===== src/rtl/bcd_countdown.sv =====
// Multi-digit BCD down-counter with preset, pause/resume and auto-reload.
// Emits a one-cycle done pulse when the count reaches zero.
module bcd_countdown #(
    parameter int DIGITS = 4
) (
    input  logic                  clk,
    input  logic                  rst_n,
    input  logic                  load,
    input  logic [4*DIGITS-1:0]   load_value,
    input  logic                  start,
    input  logic                  stop,
    input  logic                  tick,
    input  logic                  reload_en,
    output logic [4*DIGITS-1:0]   count,
    output logic                  running,
    output logic                  done
);

    typedef enum logic [1:0] {
        IDLE,
        RUN,
        PAUSE,
        DONE
    } state_t;

    localparam logic [4*DIGITS-1:0] ONE = {{(4*DIGITS-1){1'b0}}, 1'b1};

    state_t              state;
    state_t              state_nx;
    logic [4*DIGITS-1:0] preset;
    logic [4*DIGITS-1:0] preset_nx;
    logic [4*DIGITS-1:0] count_nx;
    logic [4*DIGITS-1:0] clamped;
    logic [4*DIGITS-1:0] dec;
    logic                done_nx;
    logic                is_zero;
    logic                is_one;

    assign is_zero = (count == '0);
    assign is_one  = (count == ONE);
    assign running = (state == RUN);

    always_comb begin
        clamped = '0;
        for (int i = 0; i < DIGITS; i++) begin
            if (load_value[4*i +: 4] > 4'd9)
                clamped[4*i +: 4] = 4'd9;
            else
                clamped[4*i +: 4] = load_value[4*i +: 4];
        end
    end

    // Ripple borrow: zero digits become 9 until a nonzero digit absorbs it
    always_comb begin
        logic borrow;
        borrow = 1'b1;
        dec    = count;
        for (int i = 0; i < DIGITS; i++) begin
            if (borrow) begin
                if (count[4*i +: 4] == 4'd0) begin
                    dec[4*i +: 4] = 4'd9;
                end else begin
                    dec[4*i +: 4] = count[4*i +: 4] - 4'd1;
                    borrow        = 1'b0;
                end
            end
        end
    end

    always_comb begin
        state_nx  = state;
        count_nx  = count;
        preset_nx = preset;
        done_nx   = 1'b0;
        if (load) begin
            count_nx  = clamped;
            preset_nx = clamped;
            state_nx  = IDLE;
        end else begin
            unique case (state)
                RUN: begin
                    if (stop) begin
                        state_nx = PAUSE;
                    end else if (tick) begin
                        if (is_one) begin
                            done_nx = 1'b1;
                            if (reload_en && (preset != '0)) begin
                                count_nx = preset;
                            end else begin
                                count_nx = '0;
                                state_nx = DONE;
                            end
                        end else if (!is_zero) begin
                            count_nx = dec;
                        end
                    end
                end
                IDLE, PAUSE, DONE: begin
                    if (start && !stop && !is_zero)
                        state_nx = RUN;
                end
            endcase
        end
    end

    always_ff @(posedge clk or negedge rst_n) begin
        if (!rst_n) begin
            state  <= IDLE;
            count  <= '0;
            preset <= '0;
            done   <= 1'b0;
        end else begin
            state  <= state_nx;
            count  <= count_nx;
            preset <= preset_nx;
            done   <= done_nx;
        end
    end

endmodule


===== config.mk =====
export PLATFORM = sky130hd
export DESIGN_NAME = bcd_countdown
export DESIGN_NICKNAME = d
export VERILOG_FILES = /design/src/rtl/bcd_countdown.sv
export SDC_FILE = /design/constraint.sdc
export NUM_CORES = 1
export LEC_CHECK = 0
export ABC_AREA = 1
export CAP_MARGIN = 0
export CELL_PAD_IN_SITES_DETAIL_PLACEMENT = 1
export CELL_PAD_IN_SITES_GLOBAL_PLACEMENT = 2
export CORE_MARGIN = 5
export CORE_UTILIZATION = 31
export DETAILED_ROUTE_END_ITERATION = 16
export MAX_ROUTING_LAYER = met4
export PLACE_DENSITY_LB_ADDON = 0.15
export SETUP_SLACK_MARGIN = 0.4
export SYNTH_ARGS = -nofsm -noshare
export SYNTH_HDL_FRONTEND = slang
export SYNTH_SLANG_ARGS = --single-unit

===== constraint.sdc =====
create_clock -name clk -period 3.7 [get_ports clk]
set_input_delay 0.555 -clock clk [delete_from_list [all_inputs] [get_ports clk]]
set_output_delay 0.555 -clock clk [all_outputs]
set_load 0.05 [all_outputs]

======== After elaboration in Yosys (flattened, before gate mapping) ========
Index checks and enable logic that the tools add are counted.
operators by class
  add/sub/neg operators ................... 4
  magnitude comparators ................... 4
  equal/unequal tests ..................... 10
  mux-type cells .......................... 35
  reduce and logical (&&, ||, !) cells .... 23
operator list
  operator               number
  $mux W16               7
  $mux W4                11
  $eq A16 B1 Y1 const B  1
  $gt A4 B4 Y1 const B   4
  $logic_not A16 Y1      1
  $logic_not A4 Y1       4
  $reduce_bool A16 Y1    1
  $sub A4 B1 Y4 const B  4
  $reduce_and A5 Y1      3
  $mux W2                6
  $mux W1                10
  $reduce_bool A3 Y1     3
  $ne A4 B4 Y1 const B   2
  $reduce_and A4 Y1      2
  $eq A2 B2 Y1 const B   2
  $ne A4 B3 Y1 const B   1
  $pmux W2 S2            1
  $reduce_bool A2 Y1     2
  $logic_and A1 B1 Y1    3
  $ne A3 B2 Y1 const B   1
  $ne A3 B3 Y1 const B   1
  $reduce_or A3 Y1       1
  $eq A2 B1 Y1 const B   1
  $logic_not A1 Y1       2
  2 further kinds        2
word-level totals
  bits in registers ....................... 35
  logic and storage cells ................. 83

======== Longest topological paths before layout ========
Gate-level depths: netlist (run 1).
  word-level depth ........................ 11
  gate-level depth with buffers ........... 11
  depth with buffers taken out ............ 11

======== Worst setup path before layout (run 1) ========
Ideal clock, no wire load.
  path kind ............................... register -> register
  start point ............................. register state[1]
  end point ............................... register count[6]
  setup time .............................. 0.120 ns
  arrival time ............................ 1.864 ns
  required time ........................... 3.580 ns
  path slack .............................. 1.716 ns
  stages on the path, launching flop included .. 9
  buffers on the path ..................... 0
  clock period less this slack ............ 1.984 ns
  cell sequence ........................... dfrtp_1 nor2_1 nor2_1 nor2_1 nand2_4 nor2_4 o21ai_1 nand2_1 nand2_1
on the way
  longest elaborated chain between the ends .. 3
ends and longest elaborated chain
  what                                 line  source
  start: declaration                   28    state_t state;
  start signal: assignment             113   state <= state_nx;
  $eq A2 B1 Y1                         --
  net running                          15    output logic running,
  $reduce_bool A2 Y1 (no source line)  --
  $reduce_and A5 Y1 (no source line)   --
  end signal: assignment               114   count <= count_nx;
  end: declaration                     14    output logic [4*DIGITS-1:0] count,
The timed path passes the listed nets, and every way through them passes these cells.
A chain may end at the register's enable or synchronous reset.

======== Final worst setup path (run 1) ========
  start point ............................. register state[1]
  end point ............................... output running
on the way
  longest elaborated chain between the ends .. 1
ends and longest elaborated chain
  what              line  source
  $eq A2 B1 Y1      41    assign running = (state == RUN);
  end: declaration  15
No other way between the ends.

==> impl_metrics.toml, run 1 <==
[detailed_routing]
totalWireLength_um = 6700
drtAntennaViolNets = 0
drt_iter0_markers = 68
drcViolationCount = 0
dr_wl_met3_um = 182
drt-vias-per-instance = 4.77
top_layer_used = "met4"
via_count = 2148
met1_length_um = 3240
met2_length_um = 3180
wire_per_inst_um = 14.9
first_pass_iters = 4

[worst_setup_path]
rr_worst_depth = 10
worst_setup_path_end_kind = "output pin"
arrival_ps = 1700
reg2reg_to = "count[6]"
r2r_start = "count[12]"
criticalPathCategory = "flip-flop to output pin"
start_kind = "flip-flop"
critPathRequiredTime_ps = 3140
cp_max_fo = 3
cp-endpoint = "running"
r2r_setup_slack_ps = 1740
crit_path_start = "state[1]"

[floorplanning]
core-area_sq_um = 6830
placementRows = 30
io_pins = 41
dieArea_sq_um = 8870
die_w_um = 94.2
die_h_um = 94.2
start_util = 0.321

[sta]
fmax_ghz = 0.443
fin_setup_tns_ps = 0
fin_crit_sh = 0.609
tightestPinTransition_ps = 539
rsz0062_at_grt = "false"
hold_violations = 0
clock_skew_ps = 5.34
min_period_ps = 2260
finalSetupViolCount = 0
slew_viol_final = 0
whs_ps = 522
relSlewSlack = 0.640

[clocking]
clockBufferDepth = 2
insertion_delay_ps = 290
holdBufCountCts = 0
cts_resized = 0
cts_htree_levels = 2
cts.clk_slew.worst_paths_ps = 70
clock-root-buffer = "clkbuf_8"
cts_tree = "built"
clock_sinks = 35
cts_made_buffers = 5
cts_setup_buffers = 0

[logic_synthesis]
ys_types = 31
synth.avg_cell_area_sq_um = 7.06
syn-num-nets = 334
synth_area_sq_um = 2200
synth_cells = 311
yosysSeqAreaShare = 0.399
synth_seq_cells = 35
yosysWarnings = 0

[global_routing]
grt_max_degree = 36
antenna_found_initial = 0
grt_pass1_wl_um = 11300
grt-ovfl-total = 0
grt_pass1_vias = 2266
grt_usage = 0.168

[job]
cap_violations = 0

[pwr]
ir_worst_vdd_mv = 0.271
p_seq_frac = 0.339
powerDensity_nw_per_um2 = 625
p_leak_nw = 1.29
p_int_mw = 0.896
p_sw_mw = 0.839
pwr-share-clk = 0.161
p_sw_frac = 0.483
pwr-share-comb = 0.500

[final_layout]
n_fill_cell = 872
layout-drive-gt1-share = 0.107
mostFrequentLayoutCells = "nand2_1 (82), nor2_1 (52), clkdlybuf4s50_1 (40)"
syn2layout_area_growth_pct = 26.4
layout_commonest_cell = "nand2_1"
diodes = 0
final_nets = 376

[placed_design]
dp_hpwl_um = 5020
gp_congestion = 0.802
io_buffers = 40

[worst_hold_path]
hold_path.class = "flip-flop to flip-flop"

[status]
outcome = "complete, no violations"
==> kinds of logic after synthesis <==
| group | count (synthesis) | share of synthesized area |
|---|---|---|
| AOI/OAI and AO/OA | 45 | 0.111 |
| xor gates and xnor gates | 1 | 0.00399 |
| buffers and inverters | 34 | 0.0638 |
| DFF | 35 | 0.399 |
| and+or+nand+nor | 196 | 0.422 |
==> layout make-up <==
type,instances,area (sq um),share of cell area
multi-input combinational,242,1180,0.425
timing repair buffer,42,415,0.150
inverter,27,104,0.0374
clock buffer,7,76.3,0.0275
tap,96,120,0.0433
clock inverter,1,5.00,0.00180
sequential,35,876,0.315
==> power by group through the flow <==
| stage | Combinational [mW] | Sequential (mW) | Clock, mW |
|---|---|---|---|
| after global placement | 0.876 | 0.593 | 0 |
| after global routing | 0.955 | 0.609 | 0.301 |
| after floorplan | 0.370 | 0.807 | 0 |
| final | 0.867 | 0.589 | 0.279 |
| after CTS | 0.881 | 0.590 | 0.288 |
| after detailed placement | 0.879 | 0.596 | 0 |
==> registers in the layout, summed over array words and instances, names as in the netlist <==
signal / count
count: 16
done: 1
preset: 16
state: 2
==> worst max-delay path, cell delays in order, from the launching register on <==
cell	delay (ps)
dfrtp_1	390
nor2_1	190
clkdlybuf4s50_1	840
==> worst min path at each step <==
| stage | startpoint | end | slack (ps) | cells past startpoint |
|---|---|---|---|---|
| 2_1_floorplan | rst_n | count[0] | 260 | 0 |
| 3_3_place_gp | state[1] | state[1] | 480 | 2 |
| 3_5_place_dp | preset[10] | preset[10] | 500 | 1 |
| 4_1_cts | preset[2] | preset[2] | 520 | 2 |
| 5_1_grt | preset[2] | preset[2] | 550 | 2 |
| 6_report | state[1] | state[1] | 520 | 2 |
==> metrics by stage <==
step	setup slack (ps)	total power, mW	utilization	instance area [sq um]	instances
after floorplan	1720	1.18	-	2200	311
after global placement	1180	1.47	0.395	2700	442
after detailed placement	1160	1.47	0.395	2700	442
after CTS	1410	1.76	0.406	2780	450
after global routing	1330	1.86	0.406	2780	450
final	1440	1.74	0.406	2780	450
==> cells in the mapped netlist <==
master | count | area, sq um
a21boi_0 | 1 | 7.51
a21o_1 | 2 | 15.0
a21oi_1 | 5 | 25.0
a21oi_2 | 2 | 17.5
a31oi_1 | 1 | 6.26
buf_2 | 2 | 10.0
buf_6 | 1 | 11.3
clkbuf_1 | 4 | 15.0
dfrtp_1 | 35 | 876
inv_1 | 21 | 78.8
inv_2 | 5 | 18.8
inv_4 | 1 | 6.26
nand2_1 | 82 | 308
nand2_2 | 8 | 50.1
nand2_4 | 1 | 11.3
nand3_1 | 29 | 145
nand3_2 | 1 | 10.0
nand3_4 | 1 | 17.5
nand3b_4 | 1 | 20.0
nand4_1 | 1 | 6.26
nor2_1 | 52 | 195
nor2_2 | 2 | 12.5
nor2_4 | 7 | 78.8
nor2b_4 | 1 | 13.8
nor3_1 | 6 | 30.0
nor3b_1 | 3 | 22.5
nor4_1 | 1 | 6.26
o211ai_1 | 1 | 7.51
o21ai_0 | 26 | 130
o21ai_1 | 7 | 35.0
xor2_1 | 1 | 8.76
==> metal layers <==
metal	vias up	track usage
met3	7	0.0248
met4	0	0.0457
met1	1024	0.214
li1	1087	-
met2	30	0.277
met5	-	-
No activity file was read; power rests on OpenSTA's default activity.
==> run 2: changes to the inputs <==
- CORE_UTILIZATION: 31 -> 26
- clock period: 3.7 -> 1.9 ns (I/O delays scaled with it)
==> impl_metrics.toml, run 2 (same netlist as run 1, synthesis figures left out) <==
[global_routing]
grt_pass1_vias = 2577
grt-ovfl-total = 0
grt_pass1_wl_um = 12700
antenna_found_initial = 0
grt_usage = 0.162
grt_max_degree = 36

[sta]
clock_skew_ps = 12.4
finalSetupViolCount = 0
fmax_ghz = 0.626
relSlewSlack = 0.661
fin_setup_tns_ps = 0
slew_viol_final = 0
hold_violations = 0
setup_ws_ps = 303
fin_crit_sh = 0.841
min_period_ps = 1600
whs_ps = 424
tightestPinTransition_ps = 511
rsz0062_at_grt = "true"

[detailed_routing]
met1_length_um = 3580
drt-vias-per-instance = 4.68
drt_iter0_markers = 63
drtAntennaViolNets = 0
dr_wl_met3_um = 212
met2_length_um = 3740
via_count = 2350
drcViolationCount = 0
first_pass_iters = 4
totalWireLength_um = 7600
top_layer_used = "met4"
wire_per_inst_um = 15.1

[worst_setup_path]
critPathRequiredTime_ps = 2110
cp_slowest_cell = "dfrtp_2"
worst_setup_path_end_kind = "flip-flop"
criticalPathCategory = "flip-flop to flip-flop"
rr_worst_depth = 10
critical_path.most_common_cell = "nor2_4"
worst_path_largest_cell_delay_ps = 440
start_kind = "flip-flop"
arrival_ps = 1800
crit_path_cell_trace = "nor2_4 > nand2_4 > nor2_4 > buf_6 > nand3_4 > nand2_8 > inv_8 > nand2_2 > nor2_2 > a21oi_2"
cp_max_fo = 6

[final_layout]
diodes = 0
final_nets = 419
mostFrequentLayoutCells = "nand2_1 (75), buf_4 (42), nor2_1 (33)"
layout-drive-gt1-share = 0.363
syn2layout_area_growth_pct = 52.7
reg_top3 = "count x16, preset x16, state x2"
final_area_sq_um = 3350
instances_no_fill = 502
utilization = 0.408
n_fill_cell = 1005
layout_commonest_cell = "nand2_1"

[clocking]
holdBufCountCts = 0
clock_sinks = 35
cts_htree_levels = 2
clockBufferDepth = 2
cts_tree = "built"
insertion_delay_ps = 290
cts_made_buffers = 5
clock-root-buffer = "clkbuf_8"
cts.clk_slew.worst_paths_ps = 80

[floorplanning]
die_w_um = 102
dieArea_sq_um = 10400
core-area_sq_um = 8220
die_h_um = 102
start_util = 0.267
placementRows = 33
io_pins = 41

[pwr]
p_leak_nw = 1.59
p_total_mw = 3.88
powerDensity_nw_per_um2 = 1160
ir_worst_vdd_mv = 0.423

[placed_design]
gp_congestion = 0.780
placed_cell_area_sq_um = 2850
dp_cells = 467
place_ws_ps = 14.6
dp_hpwl_um = 5620
io_buffers = 40

[status]
outcome = "complete, no violations"

[job]
cap_violations = 0

[worst_hold_path]
hold_path.class = "input port to asynchronous set/reset pin"
[run 2: final timing paths]
path,start,to,slack [ps]
worst max-delay path,count[9],count[10],300
worst min-delay path,rst_n,preset[11],420
worst max register to register,count[9],count[10],300
worst min register to register,preset[5],preset[5],510
max in group asynchronous,rst_n,count[10],1120
min in group clk,preset[5],preset[5],510
[run 2: per-layer routing]
metal,vias up,track usage
met2,29,0.261
met3,4,0.0294
met5,-,-
met1,1144,0.210
met4,0,0.0404
li1,1173,-
[run 2: power breakdown]
| group | switching (mW) | internal [mW] | leakage, nW | total (mW) |
|---|---|---|---|---|
| Combinational | 1.34 | 0.797 | 1.12 | 2.13 |
| Clock | 0.272 | 0.331 | 0.0515 | 0.603 |
| Sequential | 0.203 | 0.938 | 0.419 | 1.14 |
[run 2: layout make-up]
cell class,instances,area [sq um],area share
inverter,27,116,0.0347
clock buffer,8,100,0.0299
multi-input combinational,242,1360,0.404
sequential,35,896,0.267
timing repair buffer,85,753,0.225
tap,105,131,0.0392
[run 2: critical path: cells and delay by family, from the launching register on]
kind,cells,cell delay [ps]
buf+inv,2,190
compound gates,1,120
simple gates,7,780
flops,1,440
[run 2: repair_timing]
| item | CTS | global route |
|---|---|---|
| setup buffers | 17 | 10 |
| pin swaps | 5 | 15 |
| endpoints found under the setup margin | 32 | 26 |
| gates resized for setup | 44 | 48 |
==> run 3: changes to the inputs <==
- clock period: 1.9 -> 1.3 ns (I/O delays scaled with it)
==> impl_metrics.toml, run 3 (same netlist as run 1, synthesis figures left out) <==
[job]
cap_violations = 0

[final_layout]
multi_input_area_sq_um = 1390
regArea_sq_um = 896
n_fill_cell = 985
layout_commonest_cell = "nand2_1"
final_area_sq_um = 4040
syn2layout_area_growth_pct = 83.8
reg_top3 = "count x16, preset x16, state x2"
final_nets = 466
diodes = 0
layout-drive-gt1-share = 0.455
mostFrequentLayoutCells = "nand2_1 (76), buf_4 (58), nor2_1 (38)"
instances_no_fill = 549

[sta]
fin_setup_tns_ps = -4640
rsz0062_at_grt = "true"
finalSetupViolCount = 21
clock_skew_ps = 6.02
fin_crit_sh = 1.22
hold_violations = 0
min_period_ps = 1590
fmax_ghz = 0.628
relSlewSlack = 0.778
setup_ws_ps = -291
whs_ps = 215
tightestPinTransition_ps = 330
slew_viol_final = 0

[global_routing]
grt_pass1_vias = 2704
grt_usage = 0.169
antenna_found_initial = 0
grt_pass1_wl_um = 13300
grt-ovfl-total = 0
grt_max_degree = 36

[clocking]
clock_sinks = 35
cts.clk_slew.worst_paths_ps = 80
clock-root-buffer = "clkbuf_8"
cts_htree_levels = 2
cts_made_buffers = 5
insertion_delay_ps = 290
cts_tree = "built"
clockBufferDepth = 2

[floorplanning]
core-area_sq_um = 8220
io_pins = 41
die_w_um = 102
start_util = 0.267
dieArea_sq_um = 10400
placementRows = 33
die_h_um = 102

[pwr]
ir_worst_vdd_mv = 0.728
p_leak_nw = 1.96
p_sw_mw = 2.97
p_sw_frac = 0.425
p_seq_frac = 0.236
powerDensity_nw_per_um2 = 1730
pwr-share-clk = 0.130
pwr-share-comb = 0.635
p_int_mw = 4.02

[worst_setup_path]
crit_path_cell_trace = "nor2_4 > nand2_4 > nor2_4 > nand2_4 > buf_6 > nand3b_4 > inv_2 > nor2_4 > o21ai_1 > nand2_1"
worst_setup_path_end_kind = "flip-flop"
cp_max_fo = 4
critPathRequiredTime_ps = 1530
cp_slowest_cell = "dfrtp_2"
worst_path_largest_cell_delay_ps = 440
arrival_ps = 1820
start_kind = "flip-flop"
critical_path.most_common_cell = "nor2_4"
criticalPathCategory = "flip-flop to flip-flop"

[detailed_routing]
wire_per_inst_um = 15.1
via_count = 2499
totalWireLength_um = 8280
drt-vias-per-instance = 4.55
drcViolationCount = 0
drtAntennaViolNets = 0
first_pass_iters = 4
drt_iter0_markers = 68

[placed_design]
placed_cell_area_sq_um = 3510
dp_cells = 524
gp_congestion = 0.813
io_buffers = 40
dp_hpwl_um = 6090
place_ws_ps = -481

[worst_hold_path]
hold_path.class = "input port to flip-flop"

[status]
outcome = "finished, violations left"
violations = "setup timing"
==> run 3: power groups by stage <==
stage / sequential [mW] / combinational (mW) / clock, mW
2_1_floorplan: 2.34 / 1.07 / 0
3_3_place_gp: 1.57 / 3.82 / 0
3_5_place_dp: 1.57 / 3.87 / 0
4_1_cts: 1.60 / 4.21 / 0.936
5_1_grt: 1.68 / 4.73 / 0.973
6_report: 1.65 / 4.44 / 0.907
==> run 3: area by class of cell <==
type,count,area share
multi-input combinational,243,0.344
inverter,27,0.0264
clock buffer,8,0.0248
timing repair buffer,131,0.350
tap,105,0.0326
sequential,35,0.222
==> run 3: worst max-delay path: cells and delay by family, from the launching register on <==
family / cells / cell delay, ps
buffers and inverters: 2 / 190
and+or+nand+nor: 7 / 790
AOI/OAI and AO/OA: 1 / 100
DFF: 1 / 440
==> run 3: final timing paths <==
kind	start	end	slack (ps)	depth (start not counted)
max	count[8]	count[8]	-290	10
min	load_value[9]	preset[9]	210	3
max reg2reg	count[8]	count[8]	-290	10
min reg2reg	preset[5]	preset[5]	520	2
max in group asynchronous	rst_n	count[0]	690	3
min in group asynchronous	rst_n	count[7]	390	3
==> run 3: per-layer routing <==
metal | vias up | share of wire | global-route usage
li1 | 1266 | - | -
met5 | - | 0 | -
met2 | 28 | 0.51 | 0.289
met1 | 1199 | 0.45 | 0.212
met4 | 0 | 0.011 | 0.0424
met3 | 6 | 0.025 | 0.0232
==> run 3: repair_timing <==
item	in CTS	in global routing
endpoints found under the hold margin	35	0
setup buffers	8	7
hold buffers	1	0
resized for setup	54	42
endpoints found under the setup margin	53	44
cloned	1	0
pin swaps	14	16
==> run 3: per-stage QoR <==
stage | util | power [mW]
finish | 0.491 | 6.99
global route | 0.491 | 7.38
CTS | 0.469 | 6.74
detailed placement | 0.427 | 5.44
global placement | 0.427 | 5.39
floorplan | - | 3.41
